## src/rtl/wb_master_ctrl.sv

```systemverilog
// Single-outstanding Wishbone classic-cycle master: one valid/ready command in,
// one bus cycle out, one response back, with a bounded wait for ack and for ack release.
module wb_master_ctrl #(
   parameter int BUS_DATA_WIDTH = 32,
   parameter int BUS_ADDR_WIDTH = 8,
   parameter int BUS_BE_WIDTH   = 4,
   parameter int TIMEOUT_CYCLES = 64
) (
   input  logic                      wbm_clk_i,
   input  logic                      wbm_rst_i,
   input  logic                      cmd_valid,
   output logic                      cmd_ready,
   input  logic                      cmd_we,
   input  logic [BUS_ADDR_WIDTH-1:0] cmd_adr,
   input  logic [BUS_DATA_WIDTH-1:0] cmd_dat,
   input  logic [BUS_BE_WIDTH-1:0]   cmd_sel,
   output logic                      rsp_valid,
   output logic [BUS_DATA_WIDTH-1:0] rsp_dat,
   output logic                      rsp_err,
   output logic                      busy,
   output logic                      wbm_cyc_o,
   output logic                      wbm_stb_o,
   output logic                      wbm_we_o,
   output logic [BUS_BE_WIDTH-1:0]   wbm_sel_o,
   output logic [BUS_ADDR_WIDTH-1:0] wbm_adr_o,
   output logic [BUS_DATA_WIDTH-1:0] wbm_dat_o,
   input  logic [BUS_DATA_WIDTH-1:0] wbm_dat_i,
   input  logic                      wbm_ack_i
);

   typedef enum logic [1:0] {
      ST_IDLE    = 2'd0,
      ST_REQ     = 2'd1,
      ST_RELEASE = 2'd2
   } state_t;

   localparam logic        TO_EN   = (TIMEOUT_CYCLES != 0);
   localparam logic [15:0] TO_LAST = (TIMEOUT_CYCLES == 0) ? 16'd0 : 16'(TIMEOUT_CYCLES - 1);

   state_t                    state_q, state_d;
   logic [15:0]               timer_q, timer_d, timer_inc;
   logic                      req_q, req_d;
   logic                      we_q, we_d;
   logic [BUS_ADDR_WIDTH-1:0] adr_q, adr_d;
   logic [BUS_DATA_WIDTH-1:0] dat_q, dat_d;
   logic [BUS_BE_WIDTH-1:0]   sel_q, sel_d;
   logic                      rsp_valid_q, rsp_valid_d;
   logic                      rsp_err_q, rsp_err_d;
   logic [BUS_DATA_WIDTH-1:0] rsp_dat_q, rsp_dat_d;
   logic                      accept;

   // A lingering ack must never be taken as the answer to a new request, so it gates acceptance.
   assign cmd_ready = (state_q == ST_IDLE) & ~wbm_ack_i;
   assign accept    = cmd_valid & cmd_ready;
   assign timer_inc = (timer_q == 16'hFFFF) ? timer_q : timer_q + 16'd1;

   assign busy      = (state_q != ST_IDLE);
   assign wbm_cyc_o = req_q;
   assign wbm_stb_o = req_q;
   assign wbm_we_o  = we_q;
   assign wbm_adr_o = adr_q;
   assign wbm_dat_o = dat_q;
   assign wbm_sel_o = sel_q;
   assign rsp_valid = rsp_valid_q;
   assign rsp_err   = rsp_err_q;
   assign rsp_dat   = rsp_dat_q;

   always_comb begin
      state_d     = state_q;
      timer_d     = timer_q;
      req_d       = req_q;
      we_d        = we_q;
      adr_d       = adr_q;
      dat_d       = dat_q;
      sel_d       = sel_q;
      rsp_valid_d = 1'b0;
      rsp_err_d   = rsp_err_q;
      rsp_dat_d   = rsp_dat_q;

      case (state_q)
         ST_IDLE: begin
            if (accept) begin
               req_d   = 1'b1;
               we_d    = cmd_we;
               adr_d   = cmd_adr;
               dat_d   = cmd_dat;
               sel_d   = cmd_sel;
               timer_d = 16'd0;
               state_d = ST_REQ;
            end else begin
               timer_d = 16'd0;
            end
         end
         ST_REQ: begin
            timer_d = timer_inc;
            if (wbm_ack_i) begin
               req_d       = 1'b0;
               we_d        = 1'b0;
               adr_d       = '0;
               dat_d       = '0;
               sel_d       = '0;
               rsp_valid_d = 1'b1;
               rsp_err_d   = 1'b0;
               rsp_dat_d   = we_q ? '0 : wbm_dat_i;
               timer_d     = 16'd0;
               state_d     = ST_RELEASE;
            end else if (TO_EN && (timer_q == TO_LAST)) begin
               req_d       = 1'b0;
               we_d        = 1'b0;
               adr_d       = '0;
               dat_d       = '0;
               sel_d       = '0;
               rsp_valid_d = 1'b1;
               rsp_err_d   = 1'b1;
               rsp_dat_d   = '0;
               timer_d     = 16'd0;
               state_d     = ST_RELEASE;
            end else begin
               state_d = ST_REQ;
            end
         end
         ST_RELEASE: begin
            // A slave with ack stuck high is abandoned after the timeout; cmd_ready still waits for it.
            timer_d = timer_inc;
            if (!wbm_ack_i) begin
               timer_d = 16'd0;
               state_d = ST_IDLE;
            end else if (TO_EN && (timer_q == TO_LAST)) begin
               timer_d = 16'd0;
               state_d = ST_IDLE;
            end else begin
               state_d = ST_RELEASE;
            end
         end
         default: begin
            req_d   = 1'b0;
            we_d    = 1'b0;
            adr_d   = '0;
            dat_d   = '0;
            sel_d   = '0;
            timer_d = 16'd0;
            state_d = ST_IDLE;
         end
      endcase
   end

   always_ff @(posedge wbm_clk_i) begin
      if (wbm_rst_i) begin
         state_q     <= ST_IDLE;
         timer_q     <= 16'd0;
         req_q       <= 1'b0;
         we_q        <= 1'b0;
         adr_q       <= '0;
         dat_q       <= '0;
         sel_q       <= '0;
         rsp_valid_q <= 1'b0;
         rsp_err_q   <= 1'b0;
         rsp_dat_q   <= '0;
      end else begin
         state_q     <= state_d;
         timer_q     <= timer_d;
         req_q       <= req_d;
         we_q        <= we_d;
         adr_q       <= adr_d;
         dat_q       <= dat_d;
         sel_q       <= sel_d;
         rsp_valid_q <= rsp_valid_d;
         rsp_err_q   <= rsp_err_d;
         rsp_dat_q   <= rsp_dat_d;
      end
   end

endmodule

```

## config.mk

```make
export PLATFORM = sky130hd
export DESIGN_NAME = wb_master_ctrl
export DESIGN_NICKNAME = d
export VERILOG_FILES = /design/src/rtl/wb_master_ctrl.sv
export SDC_FILE = /design/constraint.sdc
export NUM_CORES = 1
export LEC_CHECK = 0
export BUFFER_PORTS_ARGS = -buffer_cell sky130_fd_sc_hd__buf_2
export CAP_MARGIN = 20
export CORE_AREA = 2 2 183 95
export CTS_CLUSTER_SIZE = 28
export DETAILED_ROUTE_END_ITERATION = 10
export DIE_AREA = 0 0 185 97
export GPL_TIMING_DRIVEN = 0
export PLACE_DENSITY = 0.52
export SLEW_MARGIN = 15
export SYNTH_ARGS = -nofsm -noshare
export SYNTH_HDL_FRONTEND = slang
export SYNTH_SLANG_ARGS = --single-unit
```

## constraint.sdc

```tcl
create_clock -name wbm_clk_i -period 2.34 [get_ports wbm_clk_i]
set_input_delay 0.234 -clock wbm_clk_i [delete_from_list [all_inputs] [get_ports wbm_clk_i]]
set_output_delay 0.234 -clock wbm_clk_i [all_outputs]
set_load 0.02 [all_outputs]
```

After elaboration in Yosys (flattened, before gate mapping)

Cells that the tools add are included.
W data, S select, Z words.

$add $sub $neg: 1
Multiply operators: 0
Div/mod/pow operators: 0
$lt $le $gt $ge: 0
Equality and inequality tests: 6
Shift-type cells: 0
Multiplexer cells: 35
Bitwise logic cells: 5
Reduce and logical (&&, ||, !) cells: 6

Operators with widths:

| operator                | count |
|---|---|
| $mux W32                | 5 |
| $pmux W32 S3            | 1 |
| $mux W16                | 4 |
| $pmux W16 S2            | 1 |
| $mux W8                 | 3 |
| $pmux W8 S3             | 1 |
| $add A16 B1 Y16 const B | 1 |
| $eq A16 B16 Y1 const B  | 1 |
| $eq A16 B6 Y1 const B   | 1 |
| $mux W4                 | 3 |
| $pmux W4 S3             | 1 |
| $mux W2                 | 5 |
| $mux W1                 | 8 |
| $pmux W1 S3             | 2 |
| $pmux W2 S3             | 1 |
| $reduce_bool A2 Y1      | 2 |
| $ne A3 B3 Y1 const B    | 1 |
| $not A1 Y1              | 3 |
| $reduce_and A3 Y1       | 1 |
| $and A1 B1 Y1           | 2 |
| $eq A2 B1 Y1 const B    | 1 |
| $eq A2 B2 Y1 const B    | 1 |
| $logic_not A2 Y1        | 1 |
| $ne A2 B2 Y1 const B    | 1 |
| other kinds (2)         | 2 |

Register bits after elaboration: 98
Bits in latches: 0
RAM bits: 0
ROM bits: 0
Input bits: 81
Output and inout port bits: 83
Word-level logic and storage cells: 63
Memories kept: 0

Longest topological paths before layout

Gate-level depths: netlist of the first run.

Depth after elaboration: 5
Mapped depth: 9
Gate-level depth less buffers: 6

Worst setup path before layout of the first run

No wires, ideal clock.

Path type: reg-to-reg
From: register state_q[0]
To: register req_q, in the netlist wbm_cyc_o
Library setup time: 121 ps
Data arrival time: 1,820 ps
Required time: 2,219 ps
Slack: 399 ps
Cell stages (with the launch flop): 9
Buffers on the path: 2
Clock period less this slack: 1,941 ps
Path through: dfxtp_1 -> inv_1 -> ha_1 -> clkbuf_1 -> inv_1 -> a21oi_1 -> a211oi_1 -> buf_4 -> mux2_2

Elaborated cells between the ends (all ways): 10
Classes of those cells: 4 x eq/ne; 1 x mux; 3 x bitwise; 2 x reduce/logical

RTL lines:

| element                                    | RTL line | text |
|---|---|---|
| start: declaration                         | 40       | `state_t state_q, state_d;` |
| start signal: assignment                   | 160      | `state_q <= state_d;` |
| $eq A2 B2 Y1, or another cell as far along | 80       | `case (state_q)` |
| $pmux W1 S3 (*)                            | 80       |  |
| net req_d                                  | 42       | `logic req_q, req_d;` |
| end signal: assignment                     | 162      | `req_q <= req_d;` |
| end: declaration                           | 42       |  |

Mark *: on every way through the listed nets, which the timed path passes. The rest lies on a longest branch.
A chain may end at the register's enable or synchronous reset.

Final worst setup path of the first run

From: register state_q[0]
To: register dat_q[28], in the netlist wbm_dat_o[28]

Word-level cells in the longest chain between the ends: 5
Elaborated cells between the ends (all ways): 10
Classes of those cells: 4 x eq/ne; 1 x mux; 3 x bitwise; 2 x reduce/logical

RTL lines:

| element                     | RTL line | text |
|---|---|---|
| $logic_not A2 Y1            | 53, 80   |  |
| $and A1 B1 Y1               | 53       | `assign cmd_ready = (state_q == ST_IDLE) & ~wbm_ack_i;` |
| $and A1 B1 Y1               | 54       | `assign accept = cmd_valid & cmd_ready;` |
| $ne A2 B2 Y1 (no line)      | -        |  |
| $reduce_and A3 Y1 (no line) | -        |  |
| end signal: assignment      | 165      | `dat_q <= dat_d;` |
| end: declaration            | 45       | `logic [BUS_DATA_WIDTH-1:0] dat_q, dat_d;` |

Several ways; a longest one is shown, not always the timed one.

==> metrics.md, run 1 <==
| Metric | Value |
|---|---|
| Final GP Congestion | around 0.76 |
| Initial antenna violation count | 0 |
| Endpoints failing setup | 0 |
| Grt ovf | 0 |
| GRT Total Usage | 0.132 |
| TritonCTS clock tree | done |
| Crit path launch type | register |
| Die Wd | 185 um |
| Slowest-stage cell, CP | dfxtp_1 |
| Synth Flop Type | dfxtp_1 |
| Routed wire length | around 12,000 um |
| Clock Path Buffers | 2 |
| DR WL/cell | around 14 um |
| Post-synthesis cell count | 414 |
| Reg2reg start | state_q[0] |
| Post-route clock skew | 0.00926 ns |
| Outcome | complete, no violations |
| Synth unique cells | between 40 and 50 |
| PwrDens | approximately 850 mW/mm2 |
| Post-synth EDFFs | 0 |
| CP Data Arrival Time | 2.42 ns |
| Clock latency on the worst-skew pair | 0.34 ns |
| Mean Syn Cell Area | 9.74 um2 |
| Post-route insts no fill | ~820 |
| Worst Path Max Fanout | 10 |
| Unrepaired setup endpoints after global routing | no |
| Synth area leaders | dfxtp_1 (49%), mux2i_1 (12%), a32o_1 (7.9%), nand3_1 (6.3%), nand2_1 (5.7%) |
| Layout area overhead | 35.6% |
| Die area | approximately 0.018 mm2 |
| Hold EP | rsp_dat[28] |
| Overall power | between 4 and 5 mW |
| Die H | slightly below 100 um |
| Synth Net Count | 500 |
| FFs w/ async S/R, synth | 0 |
| Crit Path Class | reg -> reg |
| CP Capture Type | register |
| First-pass GRT wire length | roughly 19,000 um |
| Leak | about 2.4 nW |
| Placeable Area | between 0.015 and 0.02 mm2 |
| I/O pins | roughly 160 |
| Antenna cells | 0 |
| Worst r2r dst | wbm_dat_o[28] |
| H-tree levels | 3 |
| Max incr delay on CP | 0.39 ns |
| Pre-CTS WS | 0.149 ns |
| Nets@finish | 678 |
| Slew HR | 0.478 |
| Final Cycle Share | 0.925 |
| PortBufs | between 150 and 200 |
| Register clock-pin slew on the reported worst setup and hold paths | about 0.070 ns |
| Hold Path Cell Cnt | 2 |
| Critical Path RT | 2.60 ns |
| First DRT Iteration DRCs | around 200 |
| Num CTS Buffers | 9 |
| Final ANT Viol Nets | 0 |
| CP Cell Sequence | inv_1, ha_1, clkbuf_1, inv_1, a21oi_1, a211oi_1, buf_4, buf_6, mux2i_1 |
| Worst R2R Path Depth | 9 |
| HP Start | wbm_dat_i[28] |
| DRC Markers | 0 |
| Minimum clock period after layout | ~2.2 ns |
| Vias/cell | roughly 4.5 |
| Rows | 33 |
| Largest net degree at the start of global routing | 17 |
| Maximum VDD drop | around 0.33 mV |
| Share of the synthesized area in the top cell type | 0.487 |
| Fin. Hold Viols | 0 |
| Max cap viols | 0 |
| Slew of the pin with the lowest slew margin | between 0.7 and 0.8 ns |
| Sum of negative setup slack | 0 ns |
| Area leader, netlist | dfxtp_1 |
| Final WS setup | roughly 0.18 ns |
| Post-DP HPWL | 8920 um |
| Vias in the first global route | ~3,500 |
| Number of synthesized register bits | just under 100 |
| Max Slew Vio Count | 0 |
| Clock root buffer | clkbuf_16 |
| Initial Util | 0.249 |
| Layout cell share with drive strength beyond 1 | 0.333 |
| Reg2Reg Setup Slack | around 0.18 ns |
| Max Clock Freq | ~0.46 GHz |
| Drt first pass iters | 4 |
| YS warnings | 0 |
| Register area share after synthesis | 0.487 |
| CTS Sinks | 98 |
| Min-Delay Path Class | in -> reg |
| Cell mode on critical path | inv_1 |
| Mapped Area | ~0.0040 mm2 |
| Placed cells | roughly 800 |
| Via Count | 3,720 |
## flip-flops by register name, indices dropped and copies added, names as in the netlist
name and flops:
rsp_dat 32, wbm_dat_o 32, timer_q 16, wbm_adr_o 8
wbm_sel_o 4, state_q 2, rsp_err 1, rsp_valid 1
wbm_cyc_o 1, wbm_we_o 1
## worst max-delay path by stage
stage / startpoint / end / slack [ns]
3_3_place_gp: timer_q[0] / wbm_dat_o[21] / 0.14
6_report: state_q[0] / wbm_dat_o[28] / 0.18
3_5_place_dp: timer_q[0] / wbm_sel_o[0] / 0.15
2_1_floorplan: state_q[0] / wbm_cyc_o / 0.40
5_1_grt: timer_q[0] / wbm_dat_o[28] / 0.02
4_1_cts: timer_q[0] / wbm_dat_o[28] / 0.1
## cell usage after synthesis (all sizes together), types with 5 or more instances
master and n:
a21oi 12, a32o 32, buf 10, clkbuf 23, dfxtp 98, ha 5, inv 9, mux2i 48
nand2 61, nand3 52, nor2 7, nor3 6, nor4 5, o31ai 5, or4 6
## worst max-delay path, delay by kind of cell, from the launching register on
kind | cells | cell delay, ns
AOI/OAI and AO/OA | 2 | 0.33
adders and majority gates | 1 | 0.19
buffers and inverters | 5 | 0.92
DFF | 1 | 0.39
muxes | 1 | 0.24
## metrics by stage
step                       util  instance area [um2]  hold WS (ns)
after floorplan               -                 4030         0.306
after detailed placement  0.317                 5130         0.444
after global placement    0.317                 5130         0.440
after CTS                 0.336                 5440        0.0804
final                     0.338                 5470        0.0934
after global routing      0.338                 5470        0.0783
## cell type report
class                      instances  area (um2)
buffer                            33         170
clock buffer                      10         239
clock inverter                     6        63.8
fill                            1745       10700
inverter                           9        33.8
multi-input combinational        274        1870
sequential                        98        1960
tap                              227         284
timing repair buffer             167         846
## report_power, final
group / leakage [nW] / internal, mW / total, mW / switching, mW
registers: 0.798 / 1.84 / 1.94 / 0.0930
clock network: 0.145 / 0.858 / 1.51 / 0.655
logic: 1.46 / 0.468 / 1.18 / 0.714
total: 2.40 / 3.17 / 4.63 / 1.46
## layer usage
layer / global-route usage / share of wire
met1: 0.164 / 0.45
met2: 0.220 / 0.50
met3: 0.0275 / 0.030
met4: 0.0568 / 0.024
met5: 0 / 0
## placed cells by master (no fill, tap or decap), types with 4 or more instances in the layout
master	instances
nor2_1	7
dfxtp_1	98
buf_2	164
a32o_1	32
clkbuf_16	9
buf_6	5
nand2_1	61
inv_1	9
o31ai_1	5
clkbuf_1	23
buf_4	6
nor3_1	5
ha_1	4
or4_1	5
nor4_1	5
nand3_1	51
a21oi_1	12
mux2i_1	48
## cell families after synthesis
logic type | after synthesis | share of synthesized area
fa+ha+maj | 5 | 0.0155
xor+xnor | 1 | 0.00217
flops | 98 | 0.487
compound gates | 67 | 0.136
simple gates | 152 | 0.187
mux | 49 | 0.122
buf+inv | 42 | 0.0506
## timing repair
item | in CTS | in global routing
setup endpoints to repair | 0 | 43
hold buffers | 0 | 0
gates resized for setup | 0 | 1
buffers inserted | 0 | 4
endpoints found under the hold margin | 0 | 0
Note: power is estimated with default switching activity, not from simulation.
==> run 2, diff against run 1 <==
--- a/config.mk
+++ b/config.mk
@@ -12,7 +12,6 @@
 export DETAILED_ROUTE_END_ITERATION = 10
 export DIE_AREA = 0 0 185 97
 export GPL_TIMING_DRIVEN = 0
-export PLACE_DENSITY = 0.52
 export SLEW_MARGIN = 15
 export SYNTH_ARGS = -nofsm -noshare
 export SYNTH_HDL_FRONTEND = slang
==> run 2 against run 1 <==
  * Total power is 1.6% lower
  * Clock power is 3% lower
  * First-iteration DRC count is 29% lower
  * Routed wire length is 1.8% lower
  * Highest routed layer unchanged
==> metrics.md, run 2 (same netlist as run 1, synthesis figures left out) <==
| Metric | Value |
|---|---|
| Outcome | complete, no violations |
| Final GP Congestion | just under 0.8 |
| CTS Sinks | 98 |
| Worst r2r dst | wbm_dat_o[7] |
| Minimum clock period after layout | about 2.2 ns |
| TritonCTS clock tree | done |
| Slew of the pin with the lowest slew margin | between 0.7 and 0.8 ns |
| Hold EP | rsp_dat[9] |
| Sequential Power Share | 0.424 |
| DRC Markers | 0 |
| I/O pins | 164 |
| Drt first pass iters | 4 |
| Commonest non-fill, non-tap cells in the layout | buf_2 (164), dfxtp_1 (98), nand2_1 (61), nand3_1 (51), mux2i_1 (48) |
| Die H | 97 um |
| Setup bufs post-CTS | 0 |
| Layout area overhead | 34.7% |
| Final WS setup | between 0.1 and 0.15 ns |
| PortBufs | about 160 |
| CP Data Arrival Time | between 2 and 2.5 ns |
| CP Capture Type | register |
| Worst Path Max Fanout | 10 |
| HP Start | wbm_dat_i[9] |
| Grt ovf | 0 |
| Max cap viols | 0 |
| Vias/cell | between 4 and 5 |
| Die Wd | about 190 um |
| Crit path launch type | register |
| Endpoints failing setup | 0 |
| Layout cell share with drive strength beyond 1 | 0.329 |
| Clock latency on the worst-skew pair | 0.34 ns |
| Nets@finish | between 600 and 700 |
| DR WL/cell | ~14 um |
| Hold-fix buffers, CTS | 0 |
| Comb pwr share | 0.253 |
| Filler Cell Count | 1,734 |
| Max Clock Freq | 0.450 GHz |
| Clock power share | 0.323 |
| Final ANT Viol Nets | 0 |
| Register clock-pin slew on the reported worst setup and hold paths | ~0.07 ns |
| Placeable Area | 0.0162 mm2 |
| # resized after CTS | 0 |
| Clock Path Buffers | 2 |
| Most common cell after layout, fill and taps aside | buf_2 |
| Hold Path Cell Cnt | 2 |
| Max Slew Vio Count | 0 |
| Post-DP HPWL | 8870 um |
| Via Count | approximately 3,700 |
| Leak | approximately 2.4 nW |
| Reg2Reg Setup Slack | 0.12 ns |
| Internal cell power | 3.12 mW |
| Fin. Hold Viols | 0 |
| Antenna cells | 0 |
| Initial Util | 0.249 |
| Min-Delay Path Class | in -> reg |
| GRT Total Usage | 0.127 |
| Reg2reg start | timer_q[0] |
| Rows | 33 |
| Slew HR | 0.470 |
| H-tree levels | 3 |
| Final Hold Slack | between 0.1 and 0.15 ns |
| Crit Path Class | reg -> reg |
| Initial antenna violation count | 0 |
| Die area | between 0.015 and 0.02 mm2 |
| P_sw | ~1.4 mW |
| Switch share | 0.317 |
| PwrDens | 840 mW/mm2 |
| Maximum VDD drop | 0.418 mV |
| Unrepaired setup endpoints after global routing | no |
| Post-route clock skew | about 0.0082 ns |
| Final Cycle Share | 0.950 |
| Vias in the first global route | about 3,500 |
| Critical Path RT | 2.60 ns |
| Largest net degree at the start of global routing | 17 |
| Pre-CTS WS | between 0.1 and 0.15 ns |
| First DRT Iteration DRCs | 144 |
| Clock root buffer | clkbuf_16 |
| Num CTS Buffers | 9 |
| Worst R2R Path Depth | 7 |
| Sum of negative setup slack | 0 ns |
| First-pass GRT wire length | about 18,000 um |
| Routed wire length | ~12,000 um |
==> run 2: worst max-delay path, cell delays in order, from the launching register on <==
cell and delay, ns:
dfxtp_1 0.43, ha_2 0.28, and4_1 0.26, nand4_1 0.20
a211oi_1 0.30, buf_4 0.26, buf_6 0.20, mux2i_1 0.21
==> run 2: cell type report <==
type	count	area, um2	share of cell area
flip-flops and latches	98	1960	0.361
multi-input cells	274	1870	0.344
repair buffers	163	816	0.150
well taps	227	284	0.0523
clock buffers	9	225	0.0415
plain buffers	33	170	0.0313
clock inverters	7	70.1	0.0129
inverters	9	33.8	0.00622
==> run 2: metal layers <==
layer	vias up	global-route usage	routed length [um]
li1	1867	-	-
met1	1776	0.161	5150
met2	65	0.214	5860
met3	25	0.0226	300
met4	0	0.0519	324
met5	-	0	0
==> run 2: power by group through the flow <==
stage	Clock, mW	Combinational, mW	Sequential, mW
6_report	1.47	1.16	1.93
2_1_floorplan	0	0.554	2.18
4_1_cts	1.52	1.17	1.94
3_3_place_gp	0	1.16	1.97
5_1_grt	1.58	1.24	1.96
3_5_place_dp	0	1.16	1.97
==> run 2: stage by stage <==
stage,instances,utilization,total power [mW],cell area (um2)
finish,820,0.335,4.56,5430
floorplan,414,-,2.73,4030
detailed placement,804,0.317,3.14,5130
global route,820,0.335,4.78,5430
global placement,804,0.317,3.12,5130
CTS,820,0.335,4.62,5430
==> run 2: worst max-delay path by stage <==
stage | start | to
3_3_place_gp | timer_q[0] | wbm_dat_o[31]
6_report | timer_q[0] | wbm_dat_o[7]
5_1_grt | state_q[0] | wbm_sel_o[2]
4_1_cts | timer_q[0] | wbm_dat_o[7]
2_1_floorplan | state_q[0] | wbm_cyc_o
3_5_place_dp | timer_q[0] | wbm_dat_o[26]
==> run 3, diff against run 2 <==
--- a/config.mk
+++ b/config.mk
@@ -12,6 +12,7 @@
 export DETAILED_ROUTE_END_ITERATION = 10
 export DIE_AREA = 0 0 185 97
 export GPL_TIMING_DRIVEN = 0
+export PLACE_DENSITY_LB_ADDON = 0.2
 export SLEW_MARGIN = 15
 export SYNTH_ARGS = -nofsm -noshare
 export SYNTH_HDL_FRONTEND = slang
==> run 3 against run 2 <==
  * Sequential share of layout area shrank 0.57 points
  * Worst hold slack lost 0.0020 ns
  * Die area is the same
  * Non-clock buffer count grew 3
  * Setup slack gained 0.058 ns
  * Register-to-register slack gained 0.06 ns
  * Clock power grew 14%
  * Critical endpoint is now rsp_dat[7]
==> metrics.md, run 3 (same netlist as run 1, synthesis figures left out) <==
| Metric | Value |
|---|---|
| Outcome | complete, no violations |
| CTS Sinks | between 90 and 100 |
| Die area | roughly 0.018 mm2 |
| Post-DP HPWL | ~9100 um |
| Vias/cell | approximately 4.6 |
| Drt first pass iters | 4 |
| Sum of negative setup slack | 0 ns |
| Clock latency on the worst-skew pair | 0.34 ns |
| Final WS setup | 0.175 ns |
| Commonest non-fill, non-tap cells in the layout | buf_2 (164), dfxtp_1 (98), nand2_1 (61), nand3_1 (51), mux2i_1 (48) |
| I/O pins | approximately 160 |
| Slew of the pin with the lowest slew margin | 0.798 ns |
| CP Data Arrival Time | around 2.4 ns |
| Met3 Usage GRT | 0.0392 |
| Max Clock Freq | between 0.4 and 0.5 GHz |
| Min-Delay Path Class | in -> reg |
| Layout area overhead | 36.8% |
| Final Cycle Share | 0.925 |
| Overall power | 4.79 mW |
| Worst Path Max Fanout | 10 |
| Unrepaired setup endpoints after global routing | no |
| Critical Path RT | approximately 2.6 ns |
| Nets@finish | 677 |
| Max Slew Vio Count | 0 |
| First DRT Iteration DRCs | 135 |
| Post-route clock skew | 0.0103 ns |
| Die H | about 97 um |
| Pre-CTS WS | around 0.047 ns |
| Placed cells | 804 |
| DR WL/cell | 14.9 um |
| TritonCTS clock tree | done |
| Final GP Congestion | ~0.76 |
| PwrDens | 869 mW/mm2 |
| Met2 GRT Util | 0.225 |
| Crit Path Class | reg -> reg |
| Die Wd | 185 um |
| Most crowded layer after global routing | met2 |
| Maximum VDD drop | around 0.28 mV |
| Minimum clock period after layout | between 2 and 2.5 ns |
| Leak | 2.43 nW |
| Clock root buffer | clkbuf_16 |
| Num CTS Buffers | 9 |
| Initial antenna violation count | 1 |
| GRT Total Usage | 0.137 |
| Most common cell after layout, fill and taps aside | buf_2 |
| Post-route insts no fill | 824 |
| Worst R2R Path Depth | 6 |
| First-pass GRT wire length | 19,500 um |
| Endpoints failing setup | 0 |
| Register clock-pin slew on the reported worst setup and hold paths | ~0.070 ns |
| Largest net degree at the start of global routing | 16 |
| Fin. Hold Viols | 0 |
| Layout cell share with drive strength beyond 1 | 0.337 |
| Initial Util | 0.249 |
| Hold Path Cell Cnt | 2 |
| Via Count | around 3,800 |
| GRT met1 Usage | 0.176 |
| Crit path launch type | register |
| Rows | 33 |
| DRC Markers | 0 |
| Slew HR | 0.463 |
| Routed wire length | between 10,000 and 15,000 um |
| Clock Path Buffers | 2 |
| Vias in the first global route | between 3,000 and 4,000 |
| CP Capture Type | register |
| Final Hold Slack | about 0.10 ns |
| Grt ovf | 0 |
| PortBufs | between 150 and 200 |
| Placeable Area | between 0.015 and 0.02 mm2 |
| Final ANT Viol Nets | 0 |
| Max cap viols | 0 |
| H-tree levels | 3 |
==> run 3: cell types whose count changed in the layout (fill, tap and decap cells not counted), moves of 2 or more <==
cell      delta
clkinv_4     -2
clkbuf_2     +2
buf_4        +3
clkbuf_8     +3
buf_1        -2
clkinv_2     -2
==> run 3: area by class of cell <==
class	count	area, um2
plain buffers	33	173
clock buffers	12	267
diodes	1	2.50
multi-input cells	274	1880
fillers	1732	10700
flip-flops and latches	98	1960
clock inverters	4	72.6
well taps	227	284
repair buffers	166	838
inverters	9	33.8
==> run 3: worst paths after layout <==
| path | from | slack (ns) | end |
|---|---|---|---|
| worst max-delay path | timer_q[0] | 0.18 | rsp_dat[7] |
| worst min register to register | wbm_dat_o[26] | 0.45 | wbm_dat_o[26] |
| worst min-delay path | wbm_dat_i[26] | 0.10 | rsp_dat[26] |
| worst max register to register | timer_q[0] | 0.18 | rsp_dat[7] |
==> run 3: worst max-delay path, stage by stage, from the launching register on <==
cell and delay (ns):
dfxtp_1 0.47, ha_4 0.22, and4_1 0.25, nand4_1 0.21, a21o_1 0.31, clkbuf_1 0.26, a32o_1 0.32
==> run 3: report_power, final <==
part | internal [mW] | switching (mW) | leakage, nW
logic | 0.465 | 0.716 | 1.46
registers | 1.84 | 0.0947 | 0.798
clock network | 1.02 | 0.650 | 0.165
total | 3.33 | 1.46 | 2.43
==> run 3: timing repair <==
| action | CTS | global route |
|---|---|---|
| setup endpoints to repair | 0 | 71 |
| setup buffers | 0 | 3 |
| hold buffers | 0 | 0 |
| gates resized for setup | 0 | 5 |
==> run 3: metrics by stage <==
step	area (um2)	util
2_1_floorplan	4030	-
3_3_place_gp	5130	0.317
3_5_place_dp	5130	0.317
4_1_cts	5470	0.338
5_1_grt	5520	0.341
6_report	5520	0.341
==> run 3: per-layer routing <==
| metal | vias to the layer above | wire, um |
|---|---|---|
| li1 | 1873 | - |
| met1 | 1805 | 5640 |
| met2 | 88 | 5940 |
| met3 | 11 | 543 |
| met4 | 0 | 156 |
| met5 | - | 0 |
